File: src/rtl/cpu_types_pkg.sv
// Shared pipeline types: register select, pipeline-control state and the
// per-latch metadata shadowed by the pipeline controller.
package cpu_types_pkg;

  typedef logic [4:0] regbits_t;

  typedef enum logic [1:0] {
    RUN    = 2'd0,
    DWAIT  = 2'd1,
    HALTED = 2'd2
  } pipe_state_t;

  typedef struct packed {
    regbits_t writeReg;
    logic     regWEN;
    logic     dmemREN;
    logic     dmemWEN;
    logic     halt;
  } pipe_meta_t;

  // Latch-control bundle, one bit per pipeline enable/flush.
  typedef struct packed {
    logic pc_en;
    logic ifid_en;
    logic idex_en;
    logic exmem_en;
    logic memwb_en;
    logic ifid_flush;
    logic idex_flush;
    logic exmem_flush;
  } pipe_ctl_t;

  localparam pipe_ctl_t CTL_IDLE = '0;

  function automatic logic is_mem_op(input pipe_meta_t m);
    return m.dmemREN | m.dmemWEN;
  endfunction

endpackage

File: src/rtl/pipe_ctrl_if.sv
// Signal bundle between the pipeline controller and its environment
// (hazard unit, memories, decode). Counter outputs exist only with PIPE_PERF_EN.
interface pipe_ctrl_if #(
  parameter int REG_W = 5
`ifdef PIPE_PERF_EN
  , parameter int CNT_W = 32
`endif
);

  logic             ihit;
  logic             dhit;
  logic [REG_W-1:0] id_wsel;
  logic             id_regWEN;
  logic             id_dmemREN;
  logic             id_dmemWEN;
  logic             id_halt;
  logic             hazard;
  logic             branch;
  logic             jump;

  logic [REG_W-1:0] ex_writeReg;
  logic             ex_regWEN;
  logic             ex_dmemREN;
  logic [REG_W-1:0] mem_writeReg;
  logic             mem_regWEN;
  logic             pc_en;
  logic             ifid_en;
  logic             idex_en;
  logic             exmem_en;
  logic             memwb_en;
  logic             ifid_flush;
  logic             idex_flush;
  logic             exmem_flush;
  logic             halt;
`ifdef PIPE_PERF_EN
  logic [CNT_W-1:0] stall_cnt;
  logic [CNT_W-1:0] flush_cnt;
`endif

  // Environment side: drives hits, decode info and hazard results.
  modport master (
`ifdef PIPE_PERF_EN
    input  stall_cnt, flush_cnt,
`endif
    output ihit, dhit, id_wsel, id_regWEN, id_dmemREN, id_dmemWEN, id_halt,
    output hazard, branch, jump,
    input  ex_writeReg, ex_regWEN, ex_dmemREN, mem_writeReg, mem_regWEN,
    input  pc_en, ifid_en, idex_en, exmem_en, memwb_en,
    input  ifid_flush, idex_flush, exmem_flush, halt
  );

  // Controller side.
  modport slave (
`ifdef PIPE_PERF_EN
    output stall_cnt, flush_cnt,
`endif
    input  ihit, dhit, id_wsel, id_regWEN, id_dmemREN, id_dmemWEN, id_halt,
    input  hazard, branch, jump,
    output ex_writeReg, ex_regWEN, ex_dmemREN, mem_writeReg, mem_regWEN,
    output pc_en, ifid_en, idex_en, exmem_en, memwb_en,
    output ifid_flush, idex_flush, exmem_flush, halt
  );

endinterface

File: src/rtl/pipe_meta_reg.sv
// One pipeline-latch shadow of instruction metadata; flush clears the slot
// and takes priority over enable.
module pipe_meta_reg
  import cpu_types_pkg::*;
(
  input  logic       CLK,
  input  logic       nRST,
  input  logic       en,
  input  logic       flush,
  input  pipe_meta_t d,
  output pipe_meta_t q
);

  // NOTE: sequential state uses non-blocking assignment so every latch in the
  // chain samples its upstream value from before the edge.
  always_ff @(posedge CLK or negedge nRST) begin
    if (!nRST) begin
      q <= '0;
    end else if (flush) begin
      q <= '0;
    end else if (en) begin
      q <= d;
    end
  end

endmodule

File: src/rtl/pipe_ctrl.sv
// Pipeline controller: shadows ID/EX, EX/MEM, MEM/WB metadata, sequences data
// waits and halt, and drives latch enables/flushes. PIPE_PERF_EN adds counters.
module pipe_ctrl
  import cpu_types_pkg::*;
#(
  parameter int REG_W = 5
`ifdef PIPE_PERF_EN
  , parameter int CNT_W = 32
`endif
) (
  input logic        CLK,
  input logic        nRST,
  pipe_ctrl_if.slave bus
);

  pipe_state_t state;
  logic        halt_q;
  pipe_meta_t  id_meta;
  pipe_meta_t  idex_q;
  pipe_meta_t  exmem_q;
  pipe_meta_t  memwb_q;
  pipe_ctl_t   ctl;
  logic        mem_stall;

  assign id_meta = '{
    writeReg: regbits_t'(bus.id_wsel),
    regWEN:   bus.id_regWEN,
    dmemREN:  bus.id_dmemREN,
    dmemWEN:  bus.id_dmemWEN,
    halt:     bus.id_halt
  };

  // A memory op sitting in EX/MEM (or an ongoing wait) freezes the pipe until dhit.
  assign mem_stall = ((state == DWAIT) || is_mem_op(exmem_q)) && !bus.dhit;

  // NOTE: ctl gets a full default before any branch so no path leaves it
  // unassigned, which would otherwise infer a latch.
  always_comb begin
    ctl = CTL_IDLE;
    if (nRST && (state != HALTED) && !mem_stall) begin
      ctl.idex_en  = 1'b1;
      ctl.exmem_en = 1'b1;
      ctl.memwb_en = 1'b1;
      if (bus.hazard || !bus.ihit) begin
        // Hold PC and IF/ID, drop a bubble into ID/EX; hazard beats branch.
        ctl.idex_flush = 1'b1;
      end else begin
        ctl.pc_en      = 1'b1;
        ctl.ifid_en    = 1'b1;
        ctl.ifid_flush = bus.branch | bus.jump;
      end
    end
  end

  always_ff @(posedge CLK or negedge nRST) begin
    if (!nRST) begin
      state  <= RUN;
      halt_q <= 1'b0;
    end else begin
      case (state)
        RUN: begin
          if (memwb_q.halt) begin
            state  <= HALTED;
            halt_q <= 1'b1;
          end else if (mem_stall) begin
            state <= DWAIT;
          end
        end
        DWAIT: begin
          if (memwb_q.halt) begin
            state  <= HALTED;
            halt_q <= 1'b1;
          end else if (bus.dhit) begin
            state <= RUN;
          end
        end
        HALTED: begin
          state  <= HALTED;
          halt_q <= 1'b1;
        end
        default: begin
          state  <= RUN;
          halt_q <= 1'b0;
        end
      endcase
    end
  end

  pipe_meta_reg u_idex (
    .CLK   (CLK),
    .nRST  (nRST),
    .en    (ctl.idex_en),
    .flush (ctl.idex_flush),
    .d     (id_meta),
    .q     (idex_q)
  );

  pipe_meta_reg u_exmem (
    .CLK   (CLK),
    .nRST  (nRST),
    .en    (ctl.exmem_en),
    .flush (ctl.exmem_flush),
    .d     (idex_q),
    .q     (exmem_q)
  );

  pipe_meta_reg u_memwb (
    .CLK   (CLK),
    .nRST  (nRST),
    .en    (ctl.memwb_en),
    .flush (1'b0),
    .d     (exmem_q),
    .q     (memwb_q)
  );

  // Only the halt marker is consumed at write-back; the rest rides along.
  logic unused_wb;
  assign unused_wb = ^{memwb_q.writeReg, memwb_q.regWEN, memwb_q.dmemREN, memwb_q.dmemWEN};

  assign bus.ex_writeReg  = REG_W'(idex_q.writeReg);
  assign bus.ex_regWEN    = idex_q.regWEN;
  assign bus.ex_dmemREN   = idex_q.dmemREN;
  assign bus.mem_writeReg = REG_W'(exmem_q.writeReg);
  assign bus.mem_regWEN   = exmem_q.regWEN;

  assign bus.pc_en       = ctl.pc_en;
  assign bus.ifid_en     = ctl.ifid_en;
  assign bus.idex_en     = ctl.idex_en;
  assign bus.exmem_en    = ctl.exmem_en;
  assign bus.memwb_en    = ctl.memwb_en;
  assign bus.ifid_flush  = ctl.ifid_flush;
  assign bus.idex_flush  = ctl.idex_flush;
  assign bus.exmem_flush = ctl.exmem_flush;
  assign bus.halt        = halt_q;

`ifdef PIPE_PERF_EN
  logic [CNT_W-1:0] stall_cnt_q;
  logic [CNT_W-1:0] flush_cnt_q;

  // Saturating counters, frozen once halted.
  always_ff @(posedge CLK or negedge nRST) begin
    if (!nRST) begin
      stall_cnt_q <= '0;
      flush_cnt_q <= '0;
    end else if (state != HALTED) begin
      if (!ctl.pc_en && !(&stall_cnt_q)) begin
        stall_cnt_q <= stall_cnt_q + CNT_W'(1);
      end
      if ((ctl.ifid_flush || ctl.idex_flush || ctl.exmem_flush) && !(&flush_cnt_q)) begin
        flush_cnt_q <= flush_cnt_q + CNT_W'(1);
      end
    end
  end

  assign bus.stall_cnt = stall_cnt_q;
  assign bus.flush_cnt = flush_cnt_q;
`endif

endmodule

File: src/flat_wrapper.sv
// flat-port wrapper written by rule: the top's interface ports become plain ports
module pipe_ctrl_flat import cpu_types_pkg::*;
#(
  parameter int REG_W = 5

)
  (CLK, nRST, bus_ihit, bus_dhit, bus_id_wsel, bus_id_regWEN, bus_id_dmemREN, bus_id_dmemWEN, bus_id_halt, bus_hazard, bus_branch, bus_jump, bus_ex_writeReg, bus_ex_regWEN, bus_ex_dmemREN, bus_mem_writeReg, bus_mem_regWEN, bus_pc_en, bus_ifid_en, bus_idex_en, bus_exmem_en, bus_memwb_en, bus_ifid_flush, bus_idex_flush, bus_exmem_flush, bus_halt);
  pipe_ctrl_if #(.REG_W(REG_W)) bus_i ();
  input logic CLK;
  input logic nRST;
  input wire logic [$bits(bus_i.ihit)-1:0] bus_ihit;
  input wire logic [$bits(bus_i.dhit)-1:0] bus_dhit;
  input wire logic [$bits(bus_i.id_wsel)-1:0] bus_id_wsel;
  input wire logic [$bits(bus_i.id_regWEN)-1:0] bus_id_regWEN;
  input wire logic [$bits(bus_i.id_dmemREN)-1:0] bus_id_dmemREN;
  input wire logic [$bits(bus_i.id_dmemWEN)-1:0] bus_id_dmemWEN;
  input wire logic [$bits(bus_i.id_halt)-1:0] bus_id_halt;
  input wire logic [$bits(bus_i.hazard)-1:0] bus_hazard;
  input wire logic [$bits(bus_i.branch)-1:0] bus_branch;
  input wire logic [$bits(bus_i.jump)-1:0] bus_jump;
  output wire logic [$bits(bus_i.ex_writeReg)-1:0] bus_ex_writeReg;
  output wire logic [$bits(bus_i.ex_regWEN)-1:0] bus_ex_regWEN;
  output wire logic [$bits(bus_i.ex_dmemREN)-1:0] bus_ex_dmemREN;
  output wire logic [$bits(bus_i.mem_writeReg)-1:0] bus_mem_writeReg;
  output wire logic [$bits(bus_i.mem_regWEN)-1:0] bus_mem_regWEN;
  output wire logic [$bits(bus_i.pc_en)-1:0] bus_pc_en;
  output wire logic [$bits(bus_i.ifid_en)-1:0] bus_ifid_en;
  output wire logic [$bits(bus_i.idex_en)-1:0] bus_idex_en;
  output wire logic [$bits(bus_i.exmem_en)-1:0] bus_exmem_en;
  output wire logic [$bits(bus_i.memwb_en)-1:0] bus_memwb_en;
  output wire logic [$bits(bus_i.ifid_flush)-1:0] bus_ifid_flush;
  output wire logic [$bits(bus_i.idex_flush)-1:0] bus_idex_flush;
  output wire logic [$bits(bus_i.exmem_flush)-1:0] bus_exmem_flush;
  output wire logic [$bits(bus_i.halt)-1:0] bus_halt;
  assign bus_i.ihit = bus_ihit;
  assign bus_i.dhit = bus_dhit;
  assign bus_i.id_wsel = bus_id_wsel;
  assign bus_i.id_regWEN = bus_id_regWEN;
  assign bus_i.id_dmemREN = bus_id_dmemREN;
  assign bus_i.id_dmemWEN = bus_id_dmemWEN;
  assign bus_i.id_halt = bus_id_halt;
  assign bus_i.hazard = bus_hazard;
  assign bus_i.branch = bus_branch;
  assign bus_i.jump = bus_jump;
  assign bus_ex_writeReg = bus_i.ex_writeReg;
  assign bus_ex_regWEN = bus_i.ex_regWEN;
  assign bus_ex_dmemREN = bus_i.ex_dmemREN;
  assign bus_mem_writeReg = bus_i.mem_writeReg;
  assign bus_mem_regWEN = bus_i.mem_regWEN;
  assign bus_pc_en = bus_i.pc_en;
  assign bus_ifid_en = bus_i.ifid_en;
  assign bus_idex_en = bus_i.idex_en;
  assign bus_exmem_en = bus_i.exmem_en;
  assign bus_memwb_en = bus_i.memwb_en;
  assign bus_ifid_flush = bus_i.ifid_flush;
  assign bus_idex_flush = bus_i.idex_flush;
  assign bus_exmem_flush = bus_i.exmem_flush;
  assign bus_halt = bus_i.halt;
  pipe_ctrl #(.REG_W(REG_W)) u_core (.CLK(CLK), .nRST(nRST), .bus(bus_i));
endmodule
File: config.mk
export PLATFORM = sky130hd
export DESIGN_NAME = pipe_ctrl_flat
export DESIGN_NICKNAME = d
export VERILOG_FILES = /design/src/rtl/cpu_types_pkg.sv /design/src/rtl/pipe_ctrl_if.sv /design/src/rtl/pipe_meta_reg.sv /design/src/rtl/pipe_ctrl.sv /design/src/flat_wrapper.sv
export SDC_FILE = /design/constraint.sdc
export NUM_CORES = 1
export LEC_CHECK = 0
export ABC_AREA = 0
export BUFFER_PORTS_ARGS = -buffer_cell sky130_fd_sc_hd__buf_2
export CAP_MARGIN = 20
export CORE_AREA = 8 8 59 61
export DETAILED_ROUTE_END_ITERATION = 10
export DIE_AREA = 0 0 67 69
export HOLD_SLACK_MARGIN = 0.03
export PLACE_DENSITY = 0.71
export SLEW_MARGIN = 25
export SYNTH_ARGS = -nofsm -noshare
export SYNTH_HDL_FRONTEND = slang
export SYNTH_SLANG_ARGS = --single-unit
File: constraint.sdc
create_clock -name CLK -period 1.8 [get_ports CLK]
set_input_delay 0.27 -clock CLK [delete_from_list [all_inputs] [get_ports CLK]]
set_output_delay 0.27 -clock CLK [all_outputs]
set_load 0.005 [all_outputs]
Yosys cells after proc, flatten, opt, wreduce, memory -nomap -nowiden
Index checks and enable logic that the tools add are counted.

Multiplexer cells: 13. Equality and inequality tests: 6. Bitwise logic cells: 2. Reductions and logical operators: 12.

Operators by type and width (count): 2-to-1 mux 9 bit (2); 2-to-1 mux 2 bit (5); 2-to-1 mux 7 bit (1); one-hot mux 2 bit (3 select lines) (1); logical AND 1 bit (3); zero test 1 bit (3); 2-to-1 mux 1 bit (3); inequality test 3 x 2 -> 1 bit (second input constant) (1); inequality test 3 bit (second input constant) (1); equality test 2 x 1 -> 1 bit (second input constant) (1); equality test 2 bit (second input constant) (1); zero test 2 bit (1); logical OR 1 bit (2); inequality test 2 x 1 -> 1 bit (second input constant) (1); inequality test 2 bit (second input constant) (1); bitwise OR 1 bit (2); one-hot mux 1 bit (2 select lines) (1); AND reduction 2 bit (1); nonzero test 2 bit (1); OR reduction 2 bit (1).

Register bits after elaboration: 22. Output and inout port bits: 22. Logic and storage cells: 46. Input port bits: 16.

Logic depth before layout (Yosys ltp)
Word-level depth: 8. Depth in mapped cells: 7. Mapped depth without buffers: 5.

Hierarchy
From an unflattened synthesis, not the netlist that was laid out.

Cell total of the unflattened synthesis: 112. Area, all modules: 1301.2 um^2.

Modules (own cells, without submodules): pipe_meta_reg (area an instance 364.1 um^2, instances 3, cells an instance 29, sequential area each 225.2 um^2); pipe_ctrl (area an instance 209.0 um^2, instances 1, cells an instance 25, sequential area each 75.1 um^2).

Least setup slack after synthesis
Ideal clock, no wire load.

Kind: reg-to-output. Start point: reg u_core.state[1]. End point: out bus_pc_en. Stages on the path, launching flop included: 8. Path slack: 169 ps. Required time: 1530 ps. Path buffers: 2. Arrival time: 1361 ps. Cell sequence: dfrtp_1 -> nand2b_4 -> a21oi_4 -> or2_1 -> buf_6 -> inv_8 -> and2_1 -> buf_4.

Longest elaborated chain between the ends: 6. Elaborated cells between the ends (all ways): 8. Classes of those cells: eq/ne: 2; mux: 1; reduce/logical: 5.

Ends and longest elaborated chain: from (decl) (line pipe_ctrl.sv:16) `pipe_state_t state;`; from (signal assigned) (line pipe_ctrl.sv:57) `state <= RUN;`; from (signal assigned) (line pipe_ctrl.sv:63) `state <= HALTED;`; from (signal assigned) (line pipe_ctrl.sv:66) `state <= DWAIT;`; equality test 2 x 1 -> 1 bit (line pipe_ctrl.sv:34) `assign mem_stall = ((state == DWAIT) || is_mem_op(exmem_q)) && !bus.dhit;`; logical OR 1 bit (line pipe_ctrl.sv:34); logical AND 1 bit (line pipe_ctrl.sv:34); zero test 1 bit (line pipe_ctrl.sv:40) `if (nRST && (state != HALTED) && !mem_stall) begin`; logical AND 1 bit * (line pipe_ctrl.sv:40); 2-to-1 mux 7 bit * (line pipe_ctrl.sv:40); to (decl) (line flat_wrapper.sv:26) `output wire logic [$bits(bus_i.pc_en)-1:0] bus_pc_en;`.

Every way passes the cells marked *; elsewhere a longest branch is shown, timed or not.

Worst setup path in the final report
Start point: reg u_core.state[0]. End point: out bus_pc_en.

Same word-level chain as after synthesis.

==> key figures <==
Timing
  – Unrepaired setup endpoints after global routing: true
  – Fmax: 550 MHz
  – Clock Skew: 4.05 ps
  – Hold Vio Cnt, Final: 0
  – Share of the clock period used by the worst path after layout: 101%
  – Setup-violating endpoint count in the final report: 2
  – Pins over their slew limit: 0
  – Minimum period implied by the final worst setup slack: 1820 ps
  – Smallest setup slack after layout: -19.6 ps

Detailed routing
  – DR pass1 iterations: 4
  – Total number of vias: 829
  – Routed vias/inst: 4.88
  – Wirelength per Cell: 14.8 um
  – Initial detailed-routing violation count: 3
  – Post-route antenna net violation count: 0
  – Final Routed Wirelength: 2520 um
  – DRC violation count after routing: 0

Clock tree
  – Cts bufs inserted: 3
  – Largest buffer count on any clock path: 2
  – Latest clock arrival within the worst-skew pair: 310 ps
  – CTS Sinks: 22
  – Max H-tree Level: 1
  – Reg clk slew, reported paths: 130 ps
  – Root buffer selected by CTS: clkbuf_4
  – TritonCTS clock tree: built

Critical path
  – Worst path cell trace: nand2b_4 -> nand2_4 -> or2_4 -> inv_8 -> and2_4 -> buf_6
  – Critical Path Sink Type: primary output
  – Slowest cell on the critical path: dfrtp_1
  – Arrival time of data at the critical path endpoint: 1550 ps
  – Family with the most delay on the worst path: simple AND/OR/NAND/NOR gates
  – Data required time of the worst path: 1530 ps
  – Delay contributed by the slowest stage of the critical path: 440 ps
  – CP Buf/Inv Count: 2
  – Crit Path Category: reg2out
  – Maximum fanout encountered on the critical timing path: 5
  – Worst Setup Start Kind: register

Yosys
  – Most frequently used cell type in the post-synthesis netlist: dfrtp_1
  – Synth top area cells: dfrtp_1 50%, mux2_4 11%, buf_4 9.5%
  – Net count after synthesis: 112
  – Largest area contributor in the netlist: dfrtp_1
  – Distinct cell type count after synthesis: 23
  – FFs w/ async S/R, synth: 100%
  – Synth Area per Inst: 11.5 sq um
  – Instance count of the mapped netlist: 96
  – Count of flip-flops with a built-in enable after synthesis: 0
  – Most instantiated cells after synthesis: 22 x dfrtp_1, 14 x buf_4, 13 x o21ai_0
  – Post-synthesis instance area: 0.00111 sq mm
  – Post-synthesis sequential area ratio: 49.7%
  – Yosys top cell area share: 49.7%
  – Number of flip-flops and latches in the synthesized netlist: 22
  – Count of warnings emitted by yosys: 0
  – Primary flip-flop cell chosen by synthesis mapping: dfrtp_1

Floorplanning
  – Initial core utilization: 42.3%
  – Vertical die dimension: 69 um
  – Number of placement rows: 19
  – I/O pin cnt: 38
  – Die width: 67 um
  – Die area: 0.00462 sq mm
  – Area of the core region: 0.00262 sq mm

Global route
  – Global-route usage over all layers: 11.7%
  – Number of global-route vias before repair: 953
  – Largest net degree at the start of global routing: 24
  – Met3 Track Usage GR: 4.36%
  – Total global routing overflow: 0
  – Wire length of the first global-routing pass: 4260 um
  – Met1 Track Usage GR: 14.0%
  – Initial antenna violation count: 0
  – Top Usage Layer GRT: met2
  – Met2 Resource Use GR: 18.4%

Power and ir drop
  – Pwr Total: 2270 uW
  – Maximum vdd ir drop: 1080 uV
  – Sw power: 740 uW
  – Leakage component of the power: 0.000761 uW
  – Sequential fraction of design power: 36.9%
  – Int Power: 1530 uW
  – Clock power frac: 16.7%
  – Switching power share of the total: 32.6%
  – Power per Cell Area: 1570 mW/mm^2
  – Comb power frac: 46.4%

Job
  – MaxCap Viol Count: 0

Final layout
  – Post-layout instance area: 0.00145 sq mm
  – Fraction of final layout cells sized beyond drive strength 1: 60.4%
  – Final-stage net count: 156
  – Total inserted antenna cells: 0
  – P&R area growth vs syn: 31.0%

Placed design
  – Routability-driven placement congestion ratio: 0.755
  – Post-DP Area: 0.00125 sq mm
  – Count of input and output buffers: 36
  – Half-perimeter wire length of the detailed placement result: 1870 um

Outcome
  – Violated checks: setup timing
  – Status: finished with violations

Hold path
  – Tightest Hold Check Type: in2reg
-- cell families after synthesis --
logic type | after synthesis | synth area share [%]
mux | 8 | 10.8
simple gates | 22 | 10.6
flops | 22 | 49.7
compound gates | 24 | 15.3
other cells | 1 | 0.339
buf+inv | 19 | 13.2
-- metal layers --
| metal | up-vias | share of wire [%] |
|---|---|---|
| met5 | - | 0 |
| met4 | 0 | 1.4 |
| met3 | 6 | 7.9 |
| met2 | 30 | 48 |
| met1 | 397 | 43 |
| li1 | 396 | - |
-- sequential cells by signal, indices dropped and copies added, names as in the netlist --
name,cells
u_core.state,2
u_core.u_memwb.q,1
u_core.bus.halt,1
u_core.u_idex.q,9
u_core.u_exmem.q,9
-- placed cells by master, fill, tap and decap left out --
master / netlist / routed
nor2_1: 4 / 3
nor2_4: 0 / 1
dfrtp_1: 22 / 21
dfrtp_2: 0 / 1
nand2b_4: 1 / 2
inv_1: 1 / 1
nand3_1: 1 / 1
a21oi_4: 1 / 1
o21ai_0: 13 / 13
nor4_1: 1 / 1
inv_8: 1 / 1
a22o_1: 2 / 2
nor3_1: 1 / 1
mux2_4: 8 / 8
buf_2: 0 / 31
and2_4: 0 / 1
nor2b_1: 1 / 1
dlygate4sd3_1: 0 / 1
buf_4: 14 / 19
or2_4: 0 / 1
bufinv_16: 0 / 1
buf_6: 2 / 5
conb_1: 1 / 1
nand2_4: 1 / 1
o21ai_2: 8 / 8
nand2_1: 9 / 9
clkbuf_4: 0 / 3
-- power groups by stage --
stage	logic (uW)	registers, uW	clock network, uW
finish	1050	838	379
global route	1150	866	413
CTS	1050	833	384
detailed placement	848	834	0
global placement	820	824	0
floorplan	676	800	0
-- metrics by stage --
step / TNS, ps / setup slack, ps / util (%) / cells / hold WS, ps
detailed placement: 0 / 57.5 / 48.0 / 154 / 320
global route: -484 / -106 / 55.5 / 170 / 169
finish: -37.9 / -19.6 / 55.5 / 170 / 184
floorplan: 0 / 169 / - / 96 / -25.6
CTS: -77.8 / -30.1 / 55.0 / 169 / 182
global placement: 0 / 126 / 48.0 / 154 / 308
-- layout make-up --
type                            count  area [sq um]
Multi-Input combinational cell     55           428
Fill cell                         243          1160
Inverter                            2          15.0
Clock inverter                      1          30.0
Timing Repair Buffer               56           364
Sequential cell                    22           552
Clock buffer                        3          22.5
Tap cell                           31          38.8
-- path summary, 6_finish.rpt --
kind | from | endpoint | slack [ps] | cells after the start
max | u_core.state[0]$_DFFE_PN0P_ | bus_pc_en | -20 | 6
max reg2reg | u_core.state[0]$_DFFE_PN0P_ | u_core.u_exmem.q[6]$_DFFE_PN0P_ | 40 | 7
min reg2reg | u_core.u_idex.q[0]$_DFFE_PN0P_ | u_core.u_exmem.q[0]$_DFFE_PN0P_ | 520 | 1
max in group asynchronous | nRST | u_core.state[1]$_DFFE_PN0P_ | 1040 | 3
min | bus_id_wsel[4] | u_core.u_idex.q[8]$_DFFE_PN0P_ | 180 | 3
min in group asynchronous | nRST | u_core.u_idex.q[8]$_DFFE_PN0P_ | 510 | 3
-- worst min-delay path, cell delays in order --
cell,delay [ps]
buf_2,100
nand2_1,60
o21ai_2,50
-- repair_timing --
action	in CTS	in global routing
buffers inserted	10	1
setup endpoints to repair	7	11
cloned	0	0
hold buffers	1	0
resized for setup	10	1
endpoints found under the hold margin	22	0
pin swaps	3	1
(Power assumes the default switching activity.)
